`src/rtl/cmd_parser.sv`:
```
// Byte-stream command parser: short commands (bit7=0) execute directly, long commands
// (bit7=1) collect a 4-byte little-endian argument. Optional timeout: CMD_PARSER_TIMEOUT_EN.
module cmd_parser #(
    parameter int TMO_CYCLES = 100000
) (
    input  logic        sys_clk,
    input  logic        sys_rst_n,
    input  logic        rx_valid,
    input  logic [7:0]  rx_data,
    output logic        rx_ready,
    output logic [7:0]  opcode,
    output logic [31:0] config_data,
    output logic        execute,
    output logic        abort
);

    // Handshake: a byte moves when rx_valid && rx_ready on a rising sys_clk edge;
    // rx_ready is low in EXEC and while sys_rst_n is low, high otherwise.
    typedef enum logic [1:0] {IDLE, ARG, EXEC} state_t;

    state_t      state, state_nxt;
    logic [1:0]  cnt, cnt_nxt;
    logic [7:0]  opcode_nxt;
    logic [31:0] config_nxt;
    logic        accept;
    logic        tmo_expire;

    assign rx_ready = sys_rst_n && (state != EXEC);
    assign accept   = rx_valid && rx_ready;
    assign execute  = (state == EXEC);

`ifdef CMD_PARSER_TIMEOUT_EN
    localparam int TW = $clog2(TMO_CYCLES + 1);
    localparam logic [TW-1:0] TMO_LAST = TW'(TMO_CYCLES - 1);

    logic [TW-1:0] tmo_cnt;
    logic          abort_q;

    // An accepted byte on the expiry cycle wins over the timeout.
    assign tmo_expire = (state == ARG) && !accept && (tmo_cnt == TMO_LAST);
    assign abort      = abort_q;

    always_ff @(posedge sys_clk) begin
        if (!sys_rst_n) begin
            tmo_cnt <= '0;
            abort_q <= 1'b0;
        end else begin
            abort_q <= tmo_expire;
            if (state != ARG || accept)
                tmo_cnt <= '0;
            else
                tmo_cnt <= tmo_cnt + 1'b1;
        end
    end
`else
    assign tmo_expire = 1'b0;
    assign abort      = 1'b0;
`endif

    always_ff @(posedge sys_clk) begin
        if (!sys_rst_n) begin
            state       <= IDLE;
            cnt         <= 2'd0;
            opcode      <= 8'h00;
            config_data <= 32'h0;
        end else begin
            state       <= state_nxt;
            cnt         <= cnt_nxt;
            opcode      <= opcode_nxt;
            config_data <= config_nxt;
        end
    end

    always_comb begin
        state_nxt  = state;
        cnt_nxt    = cnt;
        opcode_nxt = opcode;
        config_nxt = config_data;
        case (state)
            IDLE: begin
                if (accept) begin
                    opcode_nxt = rx_data;
                    config_nxt = 32'h0;
                    cnt_nxt    = 2'd0;
                    state_nxt  = rx_data[7] ? ARG : EXEC;
                end
            end
            ARG: begin
                if (accept) begin
                    config_nxt[{cnt, 3'b000} +: 8] = rx_data;
                    cnt_nxt = cnt + 2'd1;
                    if (cnt == 2'd3)
                        state_nxt = EXEC;
                end else if (tmo_expire) begin
                    state_nxt = IDLE;
                end
            end
            EXEC:    state_nxt = IDLE;
            default: state_nxt = IDLE;
        endcase
    end

endmodule

```
`config.mk`:
```
export PLATFORM = sky130hd
export DESIGN_NAME = cmd_parser
export DESIGN_NICKNAME = d
export VERILOG_FILES = /design/src/rtl/cmd_parser.sv
export SDC_FILE = /design/constraint.sdc
export NUM_CORES = 1
export LEC_CHECK = 0
export ABC_AREA = 0
export BUFFER_PORTS_ARGS = -buffer_cell sky130_fd_sc_hd__buf_2
export CORE_MARGIN = 1
export CORE_UTILIZATION = 53
export CTS_BUF_LIST = sky130_fd_sc_hd__clkbuf_8
export CTS_CLUSTER_SIZE = 12
export DETAILED_ROUTE_END_ITERATION = 16
export PLACE_DENSITY = 0.81
export SLEW_MARGIN = 5
export SYNTH_ARGS = -nofsm -noshare
export SYNTH_HDL_FRONTEND = slang
export SYNTH_SLANG_ARGS = --single-unit
export TNS_END_PERCENT = 50
```
`constraint.sdc`:
```
create_clock -name sys_clk -period 2.4 [get_ports sys_clk]
set_input_delay 0.48 -clock sys_clk [delete_from_list [all_inputs] [get_ports sys_clk]]
set_output_delay 0.48 -clock sys_clk [all_outputs]
set_load 0.005 [all_outputs]
```
==> results of run 1 <==
-- worst max-delay path by stage --
stage | startpoint | end | depth (start not counted)
finish | cnt[0] | config_data[27] | 5
global route | cnt[0] | config_data[17] | 5
CTS | cnt[0] | config_data[27] | 5
detailed placement | cnt[0] | config_data[27] | 5
global placement | cnt[0] | config_data[25] | 5
floorplan | cnt[0] | config_data[24] | 6
-- power by group through the flow --
stage	Clock, mW	Sequential (mW)	Combinational (mW)
finish	0.432	0.760	0.139
global route	0.475	0.762	0.155
CTS	0.447	0.759	0.139
detailed placement	0	0.777	0.138
global placement	0	0.776	0.137
floorplan	0	0.773	0.0909
-- worst max-delay path: cells and delay by family, from the launching register on --
family / cells / cell delay, ns
flip-flops: 1 / 0.49
AND/OR/NAND/NOR: 2 / 0.54
adder cells (fa/ha/maj): 1 / 0.39
buffers and inverters: 1 / 0.15
AO/OA/AOI/OAI: 1 / 0.17
-- flip-flops by register name, indices dropped and copies added (netlist names) --
register / count
cnt: 2
opcode: 8
config_data: 32
state: 2
-- cells by family (layout without fill, tap and decap cells) --
| kind of cell | after synthesis | count (layout) | synth area share, % |
|---|---|---|---|
| adder cells (fa/ha/maj) | 6 | 6 | 3.96 |
| AO/OA/AOI/OAI | 44 | 44 | 19.4 |
| AND/OR/NAND/NOR | 77 | 77 | 22.2 |
| multiplexers | 7 | 7 | 3.70 |
| other | 1 | 1 | 0.198 |
| buffers and inverters | 15 | 65 | 4.03 |
| flip-flops | 44 | 44 | 46.5 |
-- metal layers --
metal	track usage, %	up-vias
li1	-	796
met2	34.3	54
met5	0	-
met1	29.8	705
met3	6.21	8
met4	10.8	0
-- through the flow --
stage               area [µm²]  hold WS [ns]  instances  setup slack [ns]  util (%)
floorplan                 1890         0.445        194             0.695         -
global placement          2170         0.435        283             0.697      64.0
detailed placement        2170         0.438        283             0.643      64.0
CTS                       2250         0.456        290             0.630      66.4
global route              2250         0.473        290             0.497      66.4
finish                    2250         0.452        290             0.611      66.4
-- Yosys cell counts (2+ instances only) --
master,count
nor2_1,3
o21ai_0,2
nand2b_1,2
o21ai_1,7
and3b_1,2
a21oi_1,2
dfxtp_1,44
nand4_1,4
nand2_1,32
a32o_2,7
a22o_1,14
nand3_1,10
nor2b_1,6
nor3_1,7
buf_4,4
a21boi_1,3
buf_1,2
and3_1,2
clkbuf_1,2
o211ai_1,2
inv_1,2
buf_2,4
nor2_2,2
mux2i_1,7
ha_1,6
o31ai_1,2
-- final cells by class --
type                       instances  area [µm²]
fill                             269        1140
multi-input combinational        135         937
sequential                        44         881
timing repair buffer              55         283
clock buffer                       5        68.8
tap                               46        57.6
clock inverter                     2        12.5
inverter                           3        11.3
==> results.md, run 1 <==
* Min-delay src: opcode[0]
* CTS tree: done
* Total power draw at 1.33 mW
* Commonest cells after routing, fill and taps aside: buf_2, dfxtp_1, nand2_1, a22o_1, nand3_1
* Clk slew on worst S/H paths at 0.08 ns
* Worst-Margin Slew at 0.532 ns
* Final RePlAce weighted congestion at 0.854
* GR Util All Layers at 22.6%
* Sink of the worst hold path: opcode[0]
* Internal Power at 0.994 mW
* Sw Share at 25.3%
* Number of global-route vias before repair at 1,274
* Most common cell after layout, fill and taps aside: buf_2
* Reg2reg end: config_data[27]
* Synth Instances at 194
* Die Height at 61.8 µm
* Clock power share at 32.5%
* Layout area overhead at 18.8%
* Clk_lat worst skew at 0.29 ns
* Slew margin rel. at 64.6%
* Core area at 3390 µm²
* Reg2Reg Depth at 5
* Routed Antenna Nets at 0
* CP cell instances: inv_1 > ha_1 > nor3b_4 > and3_1 > a32o_2
* DP HPWL at 2930 µm
* Fraction of layout cells with a size suffix above 1 at 31.6%
* EDFF count, synth at 0
* Met2 WL post-DR at 1860 µm
* Starting Density at 55.9%
* R2R Setup Slk at 0.61 ns
* Slowest stage cell, crit path: dfxtp_1
* Worst min path class: reg2reg
* Io pins at 54
* CTS resizes at 0
* P_sw at 0.337 mW
* PwrDens at 591 nW/µm²
* Logic pwr share at 10.5%
* WHS Path Cells at 2
* Clock period minus worst slack at 1.79 ns
* FF+latch count, synth at 44
* DRC viols at 0
* Setup crit end kind: flip-flop
* Ys Warns at 0
* Leakage at 1.07 nW
* Max frequency at 559 MHz
* CTS Hold Bufs at 0
* Global route total overflow at 0
* Maxcap violations at 0
* Setup TNS at 0 ns
* Post-CTS setup buffer count at 0
* First-pass GRT wire length at 6020 µm
* Finish-stage setup viols at 0
* Worst-case clock skew at 0.00229 ns
* Clk root buf: clkbuf_8
* Worst path required time at 2.64 ns
* Avg Vias per Cell at 5.39
* Bufs on Longest Clock Path at 2
* DRT met1 WL at 2020 µm
* WL met3 at 232 µm
* Layout Nets at 261
* RSZ-0062 raised after global routing: false
* Port bufs at 52
* WL final at 4190 µm
* Initial antenna violation count at 0
* Synthesized area at 1890 µm²
* Post-Syn Area per Cell at 9.76 µm²
* Ys async rst share at 0%
* Syn Nets at 211
* Num rows at 21
* Post-synthesis cell type count at 40
* Crit Path Max Fanout at 9
* Fin. Hold Viols at 0
* Yosys top cell area share at 46.5%
* Max H-tree Level at 2
* Sequential share of power at 57.1%
* WL/cell at 14.4 µm
* Largest net degree at the start of global routing at 23
* Clock sinks at 44
* Die area at 3820 µm²
* WP data arrival at 2.03 ns
* Crit path largest cell delay at 0.49 ns
* Critical path launch point type: flip-flop
* Slew Viols, Final at 0
* Tcrit/Tclk final at 74.5%
* Top_reg_cell synth: dfxtp_1
* Inserted Clock Buffers at 5
* VDD IR max at 0.390 mV
* Reg-to-Reg Start: cnt[0]
* Register area share after synthesis at 46.5%
* Status: completed
* Initial drt markers at 112
* Synth top area cells: dfxtp_1, a22o_1, nand2_1
* Crit Path Category: reg2reg
* Area leader, netlist: dfxtp_1
* Routed vias at 1,563
* Die X at 61.8 µm
* Antenna cells at 0
* Top sig layer: met4
* DRT Pass-1 Iters at 4
(Power assumes the default switching activity.)
==> run 2: changes to the inputs <==
Settings changed: ABC_AREA 0 to 1, CORE_UTILIZATION 53 to 55, PLACE_DENSITY 0.81 to 0.82.
Clock period 2.4 ns to 1.85 ns, I/O delays scaled along.
==> run 2 against run 1 <==
  * Worst setup slack worse by 0.43 ns
  * Core utilization up 2.0 points
  * Cell area up 12%
  * Count of clock-buffer cells in the layout up 1
  * Die area up 8.5%
  * Flip-flop and latch count unchanged
  * Sequential share of layout area down 4.2 points
  * Hold slack worse by 0.11 ns
==> results.md, run 2 <==
* Status: completed
* Biggest regs: config_data (32), opcode (8)
* Initial antenna violation count at 0 (unchanged)
* Core area at 3690 µm² (+8.8%)
* Clk root buf: clkbuf_8
* CTS resizes at 0 (unchanged)
* Fraction of layout cells with a size suffix above 1 at 21.2% (-10 points)
* Clock sinks at 44 (unchanged)
* Largest net degree at the start of global routing at 21 (-8.7%)
* Ys Warns at 0 (unchanged)
* FF+latch count, synth at 44 (unchanged)
* Top_reg_cell synth: dfxtp_1
* Crit Path Category: reg2out
* Max reg flops at 32 (unchanged)
* Number of global-route vias before repair at 1,914 (+50%)
* Design Area, Final at 2520 µm² (+12%)
* Final RePlAce weighted congestion at 0.936 (+9.7%)
* Num rows at 22 (+4.8%)
* Dominant cell by count in the synthesized netlist: nand2_1
* Starting Density at 58.0% (+2.1 points)
* Die area at 4140 µm² (+8.5%)
* Core Util, Final at 68.5% (+2.0 points)
* WL final at 4760 µm (+14%)
* Slew Viols, Final at 0 (unchanged)
* Register area share after synthesis at 41.2% (-5.3 points)
* Finish-stage setup viols at 0 (unchanged)
* Io pins at 54 (unchanged)
* Clock period minus worst slack at 1.67 ns
* Crit Path Max Fanout at 9 (unchanged)
* Worst path required time at 1.48 ns (-1.16 ns)
* Maxcap violations at 0 (unchanged)
* Avg Vias per Cell at 4.85 (-10%)
* Worst min path class: in2reg
* Clk_lat worst skew at 0.30 ns (about the same)
* Initial drt markers at 112 (unchanged)
* Setup crit end kind: output pin
* Worst-case clock skew at 0.00484 ns (+0.00254 ns)
* Post-Syn Area per Cell at 6.62 µm² (-32%)
* First-pass GRT wire length at 8290 µm (+38%)
* Antenna cells at 0 (unchanged)
* Routed Antenna Nets at 0 (unchanged)
* Max frequency at 599 MHz
* Placed instance area at 2430 µm² (+12%)
* DRC viols at 0 (unchanged)
* Die Height at 64.4 µm (+4.2%)
* Layout area overhead at 18.1%
* Max H-tree Level at 2 (unchanged)
* Most flops, register: config_data
* Synthesized area at 2140 µm² (+13%)
* Tcrit/Tclk final at 90.2%
* CP cell instances: nor2_1 > nor2_1 > buf_2
* Synth top area cells: dfxtp_1, nand2_1, nor2_1
* RSZ-0062 raised after global routing: false
* WP data arrival at 1.30 ns (-0.73 ns)
* DRT Pass-1 Iters at 4 (unchanged)
* Fill count at 343 (+28%)
* Slowest stage cell, crit path: dfxtp_1
* PwrDens at 806 nW/µm² (+36%)
* Synth Instances at 323 (+66%)
* Die X at 64.4 µm (+4.2%)
* Post-synthesis cell type count at 26 (-35%)
* Setup TNS at 0 ns (unchanged)
* Bufs on Longest Clock Path at 2 (unchanged)
* Syn Nets at 340 (+61%)
* Clk slew on worst S/H paths at 0.08 ns (about the same)
* Yosys top cell area share at 41.2% (-5.3 points)
* Top cell by count, worst path: nor2_1
* Most common cell after layout, fill and taps aside: nand2_1
* GR Util All Layers at 25.9% (+3.3 points)
* EDFF count, synth at 0 (unchanged)
* Inserted Clock Buffers at 5 (unchanged)
* Leakage at 1.28 nW (+20%)
* Global route total overflow at 0 (unchanged)
* Layout Nets at 393 (+51%)
* WHS Path Cells at 3 (+1)
* Commonest cells after routing, fill and taps aside: nand2_1, nor2_1, buf_2, dfxtp_1, inv_1
* Crit path largest cell delay at 0.62 ns (+0.13 ns)
* Fin. Hold Viols at 0 (unchanged)
* WL/cell at 11.2 µm (-22%)
* VDD IR max at 0.667 mV (+71%)
* CTS Hold Bufs at 0 (unchanged)
* CTS tree: done
* DP HPWL at 3630 µm (+24%)
* Area leader, netlist: dfxtp_1
* Reg2Reg Depth at 9 (+4)
* Post-CTS setup buffer count at 0 (unchanged)
* Post-synth top cells: nand2_1, nor2_1, dfxtp_1
* Critical path launch point type: flip-flop
* Routed vias at 2,061 (+32%)
* Port bufs at 52 (unchanged)
* Ys async rst share at 0% (unchanged)
==> run 2: cell types whose count changed in the layout (fill, tap and decap cells not counted), sizes merged, moves of 4 or more <==
| cell | change |
|---|---|
| nand2 | +61 |
| nor2 | +74 |
| nor2b | -6 |
| a21oi | +17 |
| nor3 | -7 |
| a22o | -14 |
| inv | +38 |
| mux2i | -7 |
| a32o | -8 |
| a21boi | -4 |
==> run 2: kinds of logic (layout without fill, tap and decap cells) <==
kind of cell,after synthesis,count (layout),synth area share [%]
flip-flops,44,44,41.2
AO/OA/AOI/OAI,30,30,7.31
AND/OR/NAND/NOR,192,192,37.9
adder cells (fa/ha/maj),6,6,3.51
other,1,1,0.175
buffers and inverters,50,104,9.95
==> run 2: final cells by class <==
class / instances / area [µm²] / area share (%)
Multi-Input combinational cell: 229 / 1050 / 41.6
Clock buffer: 6 / 82.6 / 3.27
Clock inverter: 2 / 11.3 / 0.446
Inverter: 40 / 150 / 5.95
Timing Repair Buffer: 56 / 290 / 11.5
Tap cell: 48 / 60.1 / 2.38
Sequential cell: 44 / 881 / 34.9
==> run 2: routing by layer <==
layer,global-route usage (%),share of wire (%)
met5,0,0
met4,10.3,1.8
met3,6.79,5.1
met2,42.6,47
met1,32.0,46
==> run 2: power by group <==
group / internal, mW / switching [mW] / total (mW) / leakage (nW)
clock: 0.298 / 0.318 / 0.616 / 0.0486
sequential: 1.01 / 0.0380 / 1.05 / 0.360
combinational: 0.136 / 0.237 / 0.373 / 0.874
total: 1.44 / 0.593 / 2.04 / 1.28
==> run 2: stage by stage <==
step | setup WS [ns] | total power [mW] | hold slack [ns] | cells
floorplan | 0.278 | 1.32 | 0.462 | 323
global placement | 0.373 | 1.43 | 0.455 | 417
detailed placement | 0.308 | 1.44 | 0.453 | 417
CTS | 0.188 | 2.05 | 0.342 | 425
global route | 0.0153 | 2.15 | 0.349 | 425
finish | 0.181 | 2.04 | 0.346 | 425
==> run 2: path summary, 6_finish.rpt <==
path | from | to | slack (ns)
setup / recovery | state[0] | rx_ready | 0.18
hold reg to reg | config_data[10] | config_data[10] | 0.46
hold / removal | rx_data[6] | opcode[6] | 0.35
setup reg to reg | cnt[0] | config_data[5] | 0.24
==> run 2: worst max-delay path, delay by kind of cell (launching register included) <==
| kind | cells | cell delay (ns) |
|---|---|---|
| and+or+nand+nor | 2 | 0.26 |
| DFF | 1 | 0.62 |
| buffers and inverters | 1 | 0.12 |
==> run 3: changes to the inputs <==
Settings changed: BUFFER_PORTS_ARGS -buffer_cell sky130_fd_sc_hd__buf_2 to unset, CORE_UTILIZATION 55 to 65, DONT_BUFFER_PORTS set to 1, PLACE_DENSITY 0.82 to 0.81.
==> run 3 against run 2 <==
  * Clock skew increased by 0.0018 ns
  * Final cell count decreased by 13%
  * Combinational power decreased by 25%
  * Core utilization increased by 5.0 points
  * Maximum frequency about the same
  * Die area decreased by 15%
==> results.md, run 3 (synthesis results as in run 2) <==
* Initial drt markers at 117 (+4.5%)
* GR Util All Layers at 28.2% (+2.3 points)
* Final Instance Count excl. Fillers at 368 (-13%)
* Avg Vias per Cell at 5.01 (+3.3%)
* Inserted Clock Buffers at 5 (unchanged)
* Die X at 59.4 µm (-7.8%)
* Worst min path class: in2reg
* Crit Path Max Fanout at 9 (unchanged)
* Placed instance area at 2150 µm² (-11%)
* WHS Path Cells at 2 (-1)
* Die Height at 59.4 µm (-7.8%)
* Starting Density at 69.5% (+12 points)
* RSZ-0062 raised after global routing: false
* Setup TNS at 0 ns (unchanged)
* Initial antenna violation count at 0 (unchanged)
* Layout Nets at 340 (-13%)
* Number of global-route vias before repair at 1,683 (-12%)
* Largest net degree at the start of global routing at 38 (+81%)
* Max reg flops at 32 (unchanged)
* Global route total overflow at 0 (unchanged)
* Setup crit end kind: output pin
* CTS Hold Bufs at 0 (unchanged)
* WP data arrival at 1.30 ns (about the same)
* PwrDens at 915 nW/µm² (+13%)
* Status: completed
* Critical path launch point type: flip-flop
* DRC viols at 0 (unchanged)
* Leakage at 1.03 nW (-20%)
* CTS tree: done
* Top cell by count, worst path: nor2_1
* Final RePlAce weighted congestion at 0.881 (-5.9%)
* Reg2Reg Depth at 9 (unchanged)
* Worst-case clock skew at 0.00664 ns (+0.00181 ns)
* Biggest regs: config_data (32), opcode (8)
* CTS resizes at 0 (unchanged)
* Routed Antenna Nets at 0 (unchanged)
* Slowest stage cell, crit path: dfxtp_1
* Bufs on Longest Clock Path at 2 (unchanged)
* VDD IR max at 0.708 mV (+6.1%)
* DP HPWL at 3190 µm (-12%)
* Largest delay share family, worst path: flip-flops
* Max H-tree Level at 2 (unchanged)
* Worst path required time at 1.48 ns (about the same)
* First-pass GRT wire length at 7410 µm (-11%)
* Maxcap violations at 0 (unchanged)
* Critical path buffers and inverters at 0 (-1)
* Port bufs at 0 (-100%)
* Antenna cells at 0 (unchanged)
* Most flops, register: config_data
* Io pins at 54 (unchanged)
* WL final at 4470 µm (-6.2%)
* Crit Path Category: reg2out
* Most common cell after layout, fill and taps aside: nand2_1
* Clk root buf: clkbuf_8
* Fin. Hold Viols at 0 (unchanged)
* Fraction of layout cells with a size suffix above 1 at 8.33% (-13 points)
* Post-CTS setup buffer count at 0 (unchanged)
* Tcrit/Tclk final at 90.1% (about the same)
* Layout area overhead at 5.73%
* Core Util, Final at 73.5% (+5.0 points)
* WL/cell at 12.1 µm (+8.3%)
* Clk slew on worst S/H paths at 0.08 ns (about the same)
* Max frequency at 600 MHz (about the same)
* Design Area, Final at 2260 µm² (-10%)
* Clock period minus worst slack at 1.67 ns (-0.00149 ns)
* Crit path largest cell delay at 0.63 ns (about the same)
* DRT Pass-1 Iters at 4 (unchanged)
* Num rows at 20 (-9.1%)
* Clk_lat worst skew at 0.30 ns (about the same)
* Routed vias at 1,843 (-11%)
* Commonest cells after routing, fill and taps aside: nand2_1, nor2_1, dfxtp_1, inv_1, a21oi_1
* Clock sinks at 44 (unchanged)
* Die area at 3520 µm² (-15%)
* WP depth at 2 (-1)
* Core area at 3080 µm² (-17%)
* CP cell instances: nor2_1 > nor2_1
* Finish-stage setup viols at 0 (unchanged)
* Slew Viols, Final at 0 (unchanged)
* Placed Cells at 360 (-14%)
-- run 3: final cells by class --
cell class | count | area [µm²]
repair buffers | 3 | 22.5
inverters | 40 | 150
flip-flops and latches | 44 | 881
multi-input cells | 229 | 1040
clock inverters | 3 | 38.8
fillers | 267 | 817
well taps | 44 | 55.1
clock buffers | 5 | 68.8
-- run 3: report_power, final --
| group | switching, mW | internal (mW) |
|---|---|---|
| Sequential | 0.0512 | 1.01 |
| Clock | 0.331 | 0.395 |
| Combinational | 0.188 | 0.0932 |
-- run 3: worst register-to-register path: cells and delay by family (launching register included) --
family	cells	cell delay, ns
adder cells (fa/ha/maj)	1	0.33
buffers and inverters	3	0.43
flip-flops	1	0.38
AND/OR/NAND/NOR	5	0.41
-- run 3: final timing paths --
check                   from              end  slack, ns
max                 state[0]         rx_ready       0.18
max reg2reg           cnt[1]   config_data[5]       0.25
min reg2reg  config_data[11]  config_data[11]       0.49
min                sys_rst_n  config_data[23]       0.19
-- run 3: per-stage QoR --
step	setup slack (ns)	total power, mW	hold WS (ns)
floorplan	0.278	1.32	0.462
global placement	0.349	1.36	0.476
detailed placement	0.290	1.36	0.478
CTS	0.201	2.07	0.178
global route	0.0606	2.17	0.179
finish	0.183	2.07	0.188
-- run 3: layer usage --
layer	share of wire, %	global-route usage, %	up-vias	routed length [µm]
met3	6.6	9.83	5	297
met1	47	34.5	799	2080
met5	0	0	-	0
li1	-	-	980	-
met4	1.3	9.18	0	60
met2	45	46.2	59	2030
